--- config.mk ---
export PLATFORM = sky130hd
export DESIGN_NAME = fetch_stage
export DESIGN_NICKNAME = d
export VERILOG_FILES = /design/src/rtl/fetch_pkg.sv /design/src/rtl/fetch_skid_buf.sv /design/src/rtl/fetch_stage.sv
export SDC_FILE = /design/constraint.sdc
export NUM_CORES = 1
export LEC_CHECK = 0
export ABC_CLOCK_PERIOD_IN_PS = 4740
export CAP_MARGIN = 0
export CORE_ASPECT_RATIO = 0.5
export CORE_UTILIZATION = 55
export DETAILED_ROUTE_END_ITERATION = 12
export DONT_BUFFER_PORTS = 1
export PLACE_DENSITY = 0.7
export SLEW_MARGIN = 25
export SYNTH_ARGS = -nofsm -noshare
export SYNTH_HDL_FRONTEND = slang
export SYNTH_SLANG_ARGS = --single-unit
--- constraint.sdc ---
create_clock -name clock -period 4.74 [get_ports clock]
set_input_delay 1.185 -clock clock [delete_from_list [all_inputs] [get_ports clock]]
set_output_delay 1.185 -clock clock [all_outputs]
set_load 0.01 [all_outputs]
--- src/rtl/fetch_pkg.sv ---
// Shared types and constants for the instruction fetch stage.
package fetch_pkg;
  localparam int IMEM_AW = 12;
  localparam int INSTR_W = 32;
  localparam logic [IMEM_AW-1:0] RESET_PC = '0;

  typedef enum logic [1:0] {ST_BOOT, ST_RUN, ST_HOLD} fetch_state_e;

  typedef struct packed {
    logic [INSTR_W-1:0] inst;
    logic [IMEM_AW-1:0] pc;
  } fetch_entry_t;
endpackage

--- src/rtl/fetch_skid_buf.sv ---
// One-entry {inst,pc} holding register used when decode stalls the output register.
module fetch_skid_buf
  import fetch_pkg::*;
(
  input  logic         clock,
  input  logic         reset_n,
  input  logic         i_clear,
  input  logic         i_load,
  input  logic         i_pop,
  input  fetch_entry_t i_entry,
  output logic         o_valid,
  output fetch_entry_t o_entry
);
  logic         r_valid;
  fetch_entry_t r_entry;

  // load wins over pop: a move-out and refill in one cycle keeps the entry live
  always_ff @(posedge clock or negedge reset_n) begin
    if (!reset_n) begin
      r_valid <= 1'b0;
      r_entry <= '0;
    end else if (i_clear) begin
      r_valid <= 1'b0;
    end else if (i_load) begin
      r_valid <= 1'b1;
      r_entry <= i_entry;
    end else if (i_pop) begin
      r_valid <= 1'b0;
    end
  end

  assign o_valid = r_valid;
  assign o_entry = r_entry;
endmodule

--- src/rtl/fetch_stage.sv ---
// Instruction fetch: PC sequencing, one-cycle imem latency, output register plus skid entry.
module fetch_stage
  import fetch_pkg::*;
(
  input  logic               clock,
  input  logic               reset_n,
  output logic [IMEM_AW-1:0] address_imem,
  input  logic [INSTR_W-1:0] q_imem,
  input  logic               fetch_en,
  input  logic               redirect,
  input  logic [IMEM_AW-1:0] redirect_pc,
  output logic               inst_valid,
  input  logic               inst_ready,
  output logic [INSTR_W-1:0] inst,
  output logic [IMEM_AW-1:0] inst_pc,
  output logic [IMEM_AW-1:0] inst_pc_plus1
);
  fetch_state_e       r_state, w_state_nxt;
  logic [IMEM_AW-1:0] r_pc;
  logic               r_pending;
  logic [IMEM_AW-1:0] r_pend_pc;
  logic               r_out_valid;
  fetch_entry_t       r_out;

  logic               w_redir, w_deq, w_out_free, w_ret, w_issue;
  logic [1:0]         w_occ;
  logic               w_skid_valid, w_skid_load, w_skid_pop;
  fetch_entry_t       w_skid_entry, w_ret_entry;

  always_ff @(posedge clock or negedge reset_n) begin
    if (!reset_n) r_state <= ST_BOOT;
    else          r_state <= w_state_nxt;
  end

  always_comb begin
    w_state_nxt = r_state;
    case (r_state)
      ST_BOOT: w_state_nxt = fetch_en ? ST_RUN : ST_HOLD;
      ST_RUN:  if (!fetch_en) w_state_nxt = ST_HOLD;
      ST_HOLD: if (fetch_en)  w_state_nxt = ST_RUN;
      default: w_state_nxt = ST_BOOT;
    endcase
  end

  assign w_redir      = redirect && (r_state != ST_BOOT);
  assign address_imem = redirect ? redirect_pc : r_pc;
  assign w_deq        = r_out_valid & inst_ready;
  assign w_out_free   = ~r_out_valid | w_deq;

  // occupancy counted after this cycle's dequeue; capped at 2 so a return always has a slot
  assign w_occ   = {1'b0, r_out_valid & ~w_deq} + {1'b0, w_skid_valid} + {1'b0, r_pending};
  assign w_issue = w_redir | ((r_state == ST_RUN) && (w_occ < 2'd2));
  assign w_ret   = r_pending & ~w_redir;

  assign w_ret_entry = '{inst: q_imem, pc: r_pend_pc};
  assign w_skid_pop  = w_out_free & w_skid_valid;
  assign w_skid_load = w_ret & (~w_out_free | w_skid_valid);

  fetch_skid_buf u_skid (
    .clock   (clock),
    .reset_n (reset_n),
    .i_clear (w_redir),
    .i_load  (w_skid_load),
    .i_pop   (w_skid_pop),
    .i_entry (w_ret_entry),
    .o_valid (w_skid_valid),
    .o_entry (w_skid_entry)
  );

  always_ff @(posedge clock or negedge reset_n) begin
    if (!reset_n) begin
      r_pc      <= RESET_PC;
      r_pending <= 1'b0;
      r_pend_pc <= '0;
    end else begin
      r_pending <= w_issue;
      if (w_issue) begin
        r_pend_pc <= address_imem;
        r_pc      <= IMEM_AW'(address_imem + 1'b1);
      end
    end
  end

  // skid entry is older than any return, so it drains into the output first
  always_ff @(posedge clock or negedge reset_n) begin
    if (!reset_n) begin
      r_out_valid <= 1'b0;
      r_out       <= '0;
    end else if (w_redir) begin
      r_out_valid <= 1'b0;
    end else if (w_out_free) begin
      if (w_skid_valid) begin
        r_out_valid <= 1'b1;
        r_out       <= w_skid_entry;
      end else if (w_ret) begin
        r_out_valid <= 1'b1;
        r_out       <= w_ret_entry;
      end else begin
        r_out_valid <= 1'b0;
      end
    end
  end

  assign inst_valid    = r_out_valid;
  assign inst          = r_out.inst;
  assign inst_pc       = r_out.pc;
  assign inst_pc_plus1 = IMEM_AW'(r_out.pc + 1'b1);
endmodule

# Word level (Yosys, flattened, before mapping)
# Cells that the tools add are included.
# op_classes
add_sub_neg	4
order_cmp	1
eq_ne	4
muxes	14
bitwise	12
reduce_logical	10
# ops
op	n
44-bit two-way mux	2
12-bit by 1-bit adder with 12-bit output (second input constant)	2
12-bit two-way mux	1
1-bit two-way mux	7
2-bit two-way mux	3
2-bit one-hot mux with 3 select lines	1
2-bit nonzero test	3
1-bit AND	5
2-bit != test (second input constant)	2
1-bit NOT	4
2-bit AND reduction	2
1-bit bitwise OR	3
3-bit AND reduction	1
3-bit nonzero test	1
1-bit by 1-bit adder with 2-bit output	1
2-bit by 1-bit adder with 2-bit output	1
2-bit by 1-bit == test with 1-bit output (second input constant)	1
2-bit == test (second input constant)	1
1-bit logical AND	2
2-bit logical NOT	1
2-bit less-than comparator (second input constant)	1
# word_totals
register_bits	117
out_inout_bits	69
elab_cells	55

# Longest topological paths before layout
# Gate-level depths: netlist of run 1.
# depth
word_depth	8
depth_mapped	9
depth_no_buf	7

# By module
# From an unflattened synthesis of run 1, not the netlist that was laid out.
# hier_totals
cells_unflattened	467
area_unflattened_um2	5684.2
# by_module_without_submodules
module	n_inst	cells_per_inst	area_per_inst_um2	seq_area_each_um2
fetch_stage	1	369	3783.6	1801.7
fetch_skid_buf	1	98	1900.6	1126.1

# Least setup slack after synthesis of run 1
# No wires, ideal clock.
# synth_path
path_kind	in2out
from	in redirect
to	out address_imem[11]
arrival_ns	1.969
t_required_ns	3.555
slack_ns	1.586
path_stages	5
n_path_buf	3
path_cell_list	buf_6 -> buf_6 -> buf_6 -> mux2i_1 -> inv_1
# synth_between
elab_chain_cells	1
# synth_lines
element	line	text
from (decl)	fetch_stage.sv:10	input logic redirect,
12-bit two-way mux	fetch_stage.sv:46	assign address_imem = redirect ? redirect_pc : r_pc;
to (decl)	fetch_stage.sv:7	output logic [IMEM_AW-1:0] address_imem,
# Every way passes these cells.

# Worst setup path in the final report of run 1
# layout_path
from	reg r_out, in the netlist inst_pc[0]
to	out inst_pc_plus1[11]
# layout_between
elab_chain_cells	1
# layout_lines
element	line	text
from (decl)	fetch_stage.sv:23	fetch_entry_t r_out;
from (signal assigned)	fetch_stage.sv:94	r_out <= w_skid_entry;
from (signal assigned)	fetch_stage.sv:97	r_out <= w_ret_entry;
12-bit by 1-bit adder with 12-bit output	fetch_stage.sv:107	assign inst_pc_plus1 = IMEM_AW'(r_out.pc + 1'b1);
to (decl)	fetch_stage.sv:16	output logic [IMEM_AW-1:0] inst_pc_plus1
# Every way passes these cells.

==> impl_metrics.env, run 1 <==
export IMPL_status="finished clean"
export IMPL_synth_main_ff_cell="dfrtp_1"
export IMPL_layout_nets=511
export IMPL_r2r_cells=7
export IMPL_dp_hpwl_microns=6588
export IMPL_syn_area_sq_um=5450
export IMPL_rows=25
export IMPL_r2r_start="inst_valid"
export IMPL_synth_top_area_cell="dfrtp_1"
export IMPL_yosys_top_cells_area="dfrtp_1 54%, mux2i_1 9.2%, mux2_2 8.3%"
export IMPL_grt_use_total_pct=20.74
export IMPL_area_growth_pct=11.82
export IMPL_ctsHoldBuffers=0
export IMPL_worstHoldPathType="in -> async"
export IMPL_setup_tns_ns=0
export IMPL_async_flop_share_pct=100.0
export IMPL_grt_max_degree=118
export IMPL_reg2reg_slack_ns=2.43
export IMPL_cap_violations=0
export IMPL_synth_avg_cell_area_sq_um=11.82
export IMPL_worstPathArrival_ns=1.83
export IMPL_grt_overflow=0
export IMPL_cpLargestDelayFamily="simple AND/OR/NAND/NOR gates"
export IMPL_cts_root_buf="clkbuf_16"
export IMPL_port_buffers=0
export IMPL_coreArea_sq_um=9540
export IMPL_finalPower_mw=3.798
export IMPL_rsz0062_at_grt="false"
export IMPL_cts_tree="built"
export IMPL_cts_max_path_buffers=2
export IMPL_yosysUniqueCellTypes=40
export IMPL_drt_iter0_markers=137
export IMPL_syn_inst=461
export IMPL_n_antenna_cell=0
export IMPL_clock_latency_ns=0.40
export IMPL_cp_data_required_time_ns=3.56
export IMPL_drt_wl_total_microns=9920
export IMPL_design_die_area_sq_um=10340
export IMPL_die_h_microns=72.39
export IMPL_end_kind="primary output"
export IMPL_slowest_stage="dfrtp_1"
export IMPL_cts_setup_buffers=0
export IMPL_leakage_nw=2.701
export IMPL_firstDrtPassIters=4
export IMPL_synth_edf_count=0
export IMPL_synth_common_cells="117 x dfrtp_1, 75 x nand2_1, 58 x o21ai_0"
export IMPL_htreeDepth=4
export IMPL_path_buf_inv=0
export IMPL_worstPathCellList="nand3_1, nor2_1, nand4_1, xnor2_1"
export IMPL_antenna_found_initial=0
export IMPL_cts_sinks=117
export IMPL_vias=3376
export IMPL_drc_errors=0
export IMPL_grt_pass1_wl_microns=16130
export IMPL_final_hold_viol_count=0
export IMPL_final_core_util_pct=63.88
export IMPL_cts_made_buffers=17
export IMPL_synth_most_common_cell="dfrtp_1"
export IMPL_gp_congestion=0.8226
export IMPL_r2r_end="r_pend_pc[9]"
export IMPL_finalSetupViolations=0
export IMPL_yosys_warnings=0
export IMPL_wl_per_cell_microns=16.40
export IMPL_critical_path_max_stage_delay_ns=0.47
export IMPL_ys_ff_latch=117
export IMPL_io_pins=118
export IMPL_start_util_pct=57.13
export IMPL_ir_drop_v=0.0002614
export IMPL_yosysTopAreaCellShare_pct=53.72
export IMPL_max_freq_mhz=331.4
export IMPL_worst_slew_pin_slew_ns=0.7448
export IMPL_critPathMaxFanout=5
export IMPL_routed_via_density=5.580
export IMPL_clk_pin_slew_ns=0.05
export IMPL_syn_num_nets=513
export IMPL_die_w_microns=142.8
export IMPL_fillers=724
export IMPL_grt_pass1_vias=3201
export IMPL_critPathKind="reg -> out"
export IMPL_fin_crit_sh_pct=63.66
export IMPL_finalMaxSlewViolations=0
export IMPL_relSlewSlack_pct=50.34
export IMPL_fin_crit_ns=3.017
export IMPL_pwr_density_cell_nw_per_um2=623.2
export IMPL_final_layout_size_suffix_gt1_share_pct=19.79
export IMPL_finalClockSkew_ns=0.006786
export IMPL_synth_seq_area_share_pct=53.72
export IMPL_ant_nets=0
export IMPL_post_cts_resized=0
export IMPL_start_kind="register"
==> cell usage in the layout, fill, tap and decap left out, types with 4 or more instances in the layout <==
cell type  netlist  routed
dfrtp_1        117     116
nand2_1         75      75
o21ai_0         58      58
mux2i_1         50      50
mux2_2          40      40
clkbuf_16        0      17
inv_1           12      12
xnor2_1         12      12
mux2_1           9       9
nand3_1          8       8
nand4_1          6       6
and3_1           5       5
a21oi_1          5       5
clkinv_2         0       4
clkbuf_8         0       4
buf_4            1       4
==> sequential cells by signal (all words and copies together) (netlist names) <==
register	flops
inst_pc	12
r_pend_pc	12
inst	32
r_pending	1
inst_valid	1
u_skid.o_entry	44
r_pc	12
r_state	2
u_skid.o_valid	1
==> cells by family after synthesis <==
family	Yosys count	synth area share (%)
flip-flops	117	53.72
multiplexers	103	20.39
AND/OR/NAND/NOR	102	9.160
AO/OA/AOI/OAI	83	9.550
buffers and inverters	38	4.086
XOR/XNOR	15	2.411
adder cells (fa/ha/maj)	3	0.6888
==> worst register-to-register path, stage by stage, from the launching register on <==
cell      delay, ns
dfrtp_1        0.42
nor2b_2        0.31
ha_1           0.28
a211oi_1       0.26
o22ai_2        0.12
buf_4          0.26
inv_2          0.19
mux2_2         0.35
==> metal layers <==
layer | track usage [%] | part of all wire (%) | vias up
met3 | 7.195 | 7.2 | 9
met4 | 7.646 | 0.79 | 0
met5 | 0 | 0 | -
met2 | 32.63 | 45 | 96
met1 | 26.83 | 47 | 1659
li1 | - | - | 1612
==> report_power, final <==
| part | switching, mW | internal (mW) | total (mW) |
|---|---|---|---|
| Clock | 0.418 | 0.873 | 1.29 |
| Combinational | 0.351 | 0.357 | 0.708 |
| Sequential | 0.392 | 1.41 | 1.80 |
==> metrics by stage <==
| step | setup slack (ns) | instance area [sq um] | hold slack (ns) | cells |
|---|---|---|---|---|
| 2_1_floorplan | 1.586 | 5450 | 0.4470 | 461 |
| 3_3_place_gp | 1.781 | 5488 | 0.4619 | 575 |
| 3_5_place_dp | 1.744 | 5488 | 0.4729 | 575 |
| 4_1_cts | 1.637 | 6095 | 0.4622 | 605 |
| 5_1_grt | 1.552 | 6095 | 0.4568 | 605 |
| 6_report | 1.723 | 6095 | 0.4795 | 605 |
==> final cells by class <==
type / instances / area (sq um) / share of cell area, %
Sequential cell: 117 / 2929 / 48.06
Multi-Input combinational cell: 306 / 2311 / 37.92
Clock buffer: 21 / 480.5 / 7.883
Tap cell: 135 / 168.9 / 2.772
Clock inverter: 9 / 126.4 / 2.073
Inverter: 13 / 48.80 / 0.8007
Timing Repair Buffer: 4 / 30.03 / 0.4927
==> worst max path at each step <==
| stage | to | depth (start not counted) | slack [ns] | start |
|---|---|---|---|---|
| after global placement | r_pend_pc[9] | 7 | 1.78 | inst_ready |
| after floorplan | address_imem[11] | 5 | 1.59 | redirect |
| after CTS | inst_pc_plus1[11] | 4 | 1.64 | inst_pc[0] |
| final | inst_pc_plus1[11] | 4 | 1.72 | inst_pc[0] |
| after global routing | inst_pc_plus1[11] | 4 | 1.55 | inst_pc[0] |
| after detailed placement | r_pend_pc[6] | 7 | 1.74 | inst_ready |
(Power assumes the default switching activity.)
==> run 2: changes to the inputs <==
--- a/config.mk
+++ b/config.mk
@@ -5,13 +5,14 @@
 export SDC_FILE = /design/constraint.sdc
 export NUM_CORES = 1
 export LEC_CHECK = 0
-export ABC_CLOCK_PERIOD_IN_PS = 4740
+export ABC_AREA = 1
+export ABC_CLOCK_PERIOD_IN_PS = 2500
 export CAP_MARGIN = 0
 export CORE_ASPECT_RATIO = 0.5
 export CORE_UTILIZATION = 55
 export DETAILED_ROUTE_END_ITERATION = 12
 export DONT_BUFFER_PORTS = 1
-export PLACE_DENSITY = 0.7
+export PLACE_DENSITY = 0.73
 export SLEW_MARGIN = 25
 export SYNTH_ARGS = -nofsm -noshare
 export SYNTH_HDL_FRONTEND = slang
==> constraint.sdc (replaced) <==
create_clock -name clock -period 2.5 [get_ports clock]
set_input_delay 0.625 -clock clock [delete_from_list [all_inputs] [get_ports clock]]
set_output_delay 0.625 -clock clock [all_outputs]
set_load 0.01 [all_outputs]
==> impl_metrics.env, run 2 <==
export IMPL_gp_congestion=0.8797
export IMPL_grtUsageMet3_pct=7.620
export IMPL_pwr_density_cell_nw_per_um2=1171
export IMPL_grt_use_total_pct=22.82
export IMPL_layout_common_cells="199 x nand2_1, 112 x dfrtp_1, 70 x o21ai_0"
export IMPL_synth_avg_cell_area_sq_um=8.289
export IMPL_cts_tree="built"
export IMPL_cpLargestDelayFamily="simple AND/OR/NAND/NOR gates"
export IMPL_syn_inst=643
export IMPL_grt_max_degree=118
export IMPL_yosys_top_cells_area="dfrtp_1 55%, nand2_1 14%, o21ai_0 6.6%"
export IMPL_met2_usage_pct=34.21
export IMPL_synth_seq_area_share_pct=54.93
export IMPL_fin_area_sq_um=6146
export IMPL_finalSetupViolations=0
export IMPL_synth_common_cells="199 x nand2_1, 117 x dfrtp_1, 70 x o21ai_0"
export IMPL_rows=24
export IMPL_critPathKind="reg -> out"
export IMPL_critical_path_max_stage_delay_ns=0.44
export IMPL_placedInstanceArea_sq_um=5446
export IMPL_wl_per_cell_microns=13.94
export IMPL_routed_via_density=5.225
export IMPL_ys_ff_latch=117
export IMPL_critPathMaxFanout=4
export IMPL_drt_iter0_markers=272
export IMPL_dp_hpwl_microns=6927
export IMPL_dp_cells=749
export IMPL_grt_pass1_vias=3622
export IMPL_cp_depth=6
export IMPL_cts_sinks=117
export IMPL_synth_edf_count=0
export IMPL_coreArea_sq_um=9039
export IMPL_drc_errors=0
export IMPL_timing_hold_ws_ns=-0.07698
export IMPL_grt_busiest_layer="met2"
export IMPL_largest_reg_flops=44
export IMPL_async_flop_share_pct=100.0
export IMPL_worstHoldPathType="in -> async"
export IMPL_grt_overflow=0
export IMPL_clock_latency_ns=0.40
export IMPL_end_kind="primary output"
export IMPL_cts_made_buffers=17
export IMPL_finalMaxSlewViolations=0
export IMPL_relSlewSlack_pct=72.19
export IMPL_port_buffers=0
export IMPL_n_antenna_cell=0
export IMPL_area_growth_pct=15.31
export IMPL_yosys_warnings=0
export IMPL_leakage_nw=2.965
export IMPL_syn_num_nets=695
export IMPL_cts_max_path_buffers=2
export IMPL_final_common_cell="nand2_1"
export IMPL_slowest_stage="dfrtp_2"
export IMPL_max_freq_mhz=417.3
export IMPL_status="complete, but fails checks"
export IMPL_start_kind="register"
export IMPL_use_met1_pct=30.85
export IMPL_firstDrtPassIters=5
export IMPL_final_layout_size_suffix_gt1_share_pct=10.41
export IMPL_vias=4091
export IMPL_ir_drop_v=0.0005736
export IMPL_finalPower_mw=7.194
export IMPL_synth_most_common_cell="nand2_1"
export IMPL_worst_slew_pin_slew_ns=0.4167
export IMPL_die_h_microns=71.61
export IMPL_grt_pass1_wl_microns=17820
export IMPL_clk_pin_slew_ns=0.05
export IMPL_worstPathCellList="ha_4, nand3_4, nor2_4, nand3_2, nor3_2, xor2_1"
export IMPL_die_w_microns=141.2
export IMPL_path_buf_inv=0
export IMPL_worstPathArrival_ns=1.77
export IMPL_htreeDepth=4
export IMPL_yosysUniqueCellTypes=32
export IMPL_ant_nets=0
export IMPL_drt_wl_total_microns=10910
export IMPL_synth_top_area_cell="dfrtp_1"
export IMPL_setup_tns_ns=0
export IMPL_layout_nets=693
export IMPL_finalClockSkew_ns=0.006823
export IMPL_yosysTopAreaCellShare_pct=54.93
export IMPL_failed_checks="hold timing"
export IMPL_synth_main_ff_cell="dfrtp_1"
export IMPL_cts_root_buf="clkbuf_16"
export IMPL_cp_data_required_time_ns=1.88
export IMPL_io_pins=118
export IMPL_antenna_found_initial=0
export IMPL_final_hold_viol_count=117
export IMPL_fin_crit_ns=2.396
export IMPL_r2r_cells=10
export IMPL_design_die_area_sq_um=10110
export IMPL_cap_violations=0
export IMPL_fin_crit_sh_pct=95.86
export IMPL_syn_area_sq_um=5330
export IMPL_start_util_pct=58.97
export IMPL_instances_no_fill=783
==> run 2: path summary, 6_finish.rpt <==
check | slack, ns | startpoint | end
max | 0.10 | inst_pc[1] | inst_pc_plus1[10]
min | -0.08 | reset_n | r_pc[9]
max reg2reg | 0.65 | inst_valid | r_pc[8]
min reg2reg | 0.48 | u_skid.o_entry[40] | u_skid.o_entry[40]
max in group asynchronous | 2.36 | reset_n | inst_pc[9]
min in group clock | 0.28 | fetch_en | r_state[1]
==> run 2: layer usage <==
metal,up-vias,routed length [microns]
met5,-,0
met4,0,189
met3,21,747
met2,136,4912
met1,1874,5063
li1,2060,-
==> run 2: layout make-up <==
| cell class | instances | area (sq um) |
|---|---|---|
| Tap cell | 130 | 162.7 |
| Sequential cell | 117 | 2934 |
| Fill cell | 697 | 2893 |
| Multi-Input combinational cell | 424 | 2052 |
| Clock inverter | 10 | 152.6 |
| Timing Repair Buffer | 12 | 115.1 |
| Inverter | 69 | 259.0 |
| Clock buffer | 21 | 470.5 |
==> run 2: per-stage QoR <==
stage               setup slack [ns]  hold WS [ns]  utilization (%)
finish                        0.1036      -0.07698            68.00
global route               -0.009888      -0.09920            68.00
CTS                          0.01234      -0.09275            67.32
detailed placement            0.2891        0.3319            60.26
global placement              0.3330        0.3327            60.26
floorplan                     0.3836        0.3294                -
==> run 2: cells by family after synthesis <==
logic type	after synthesis	share of synthesized area, %
AO/OA/AOI/OAI	130	14.01
XOR/XNOR	10	1.643
adder cells (fa/ha/maj)	3	0.7043
buffers and inverters	102	7.629
flip-flops	117	54.93
AND/OR/NAND/NOR	281	21.08
==> run 2: timing repair <==
item / CTS / global route
resized for setup: 5 / 9
setup endpoints to repair: 1 / 2
hold endpoints to repair: 117 / 117
buffers inserted: 0 / 3
pin swaps: 1 / 3
==> run 2: power by group <==
part	switching, mW	internal [mW]	leakage [nW]	total (mW)
combinational	0.887	0.526	1.25	1.41
clock	0.798	1.73	0.308	2.53
sequential	0.629	2.62	1.41	3.25
total	2.31	4.88	2.97	7.19
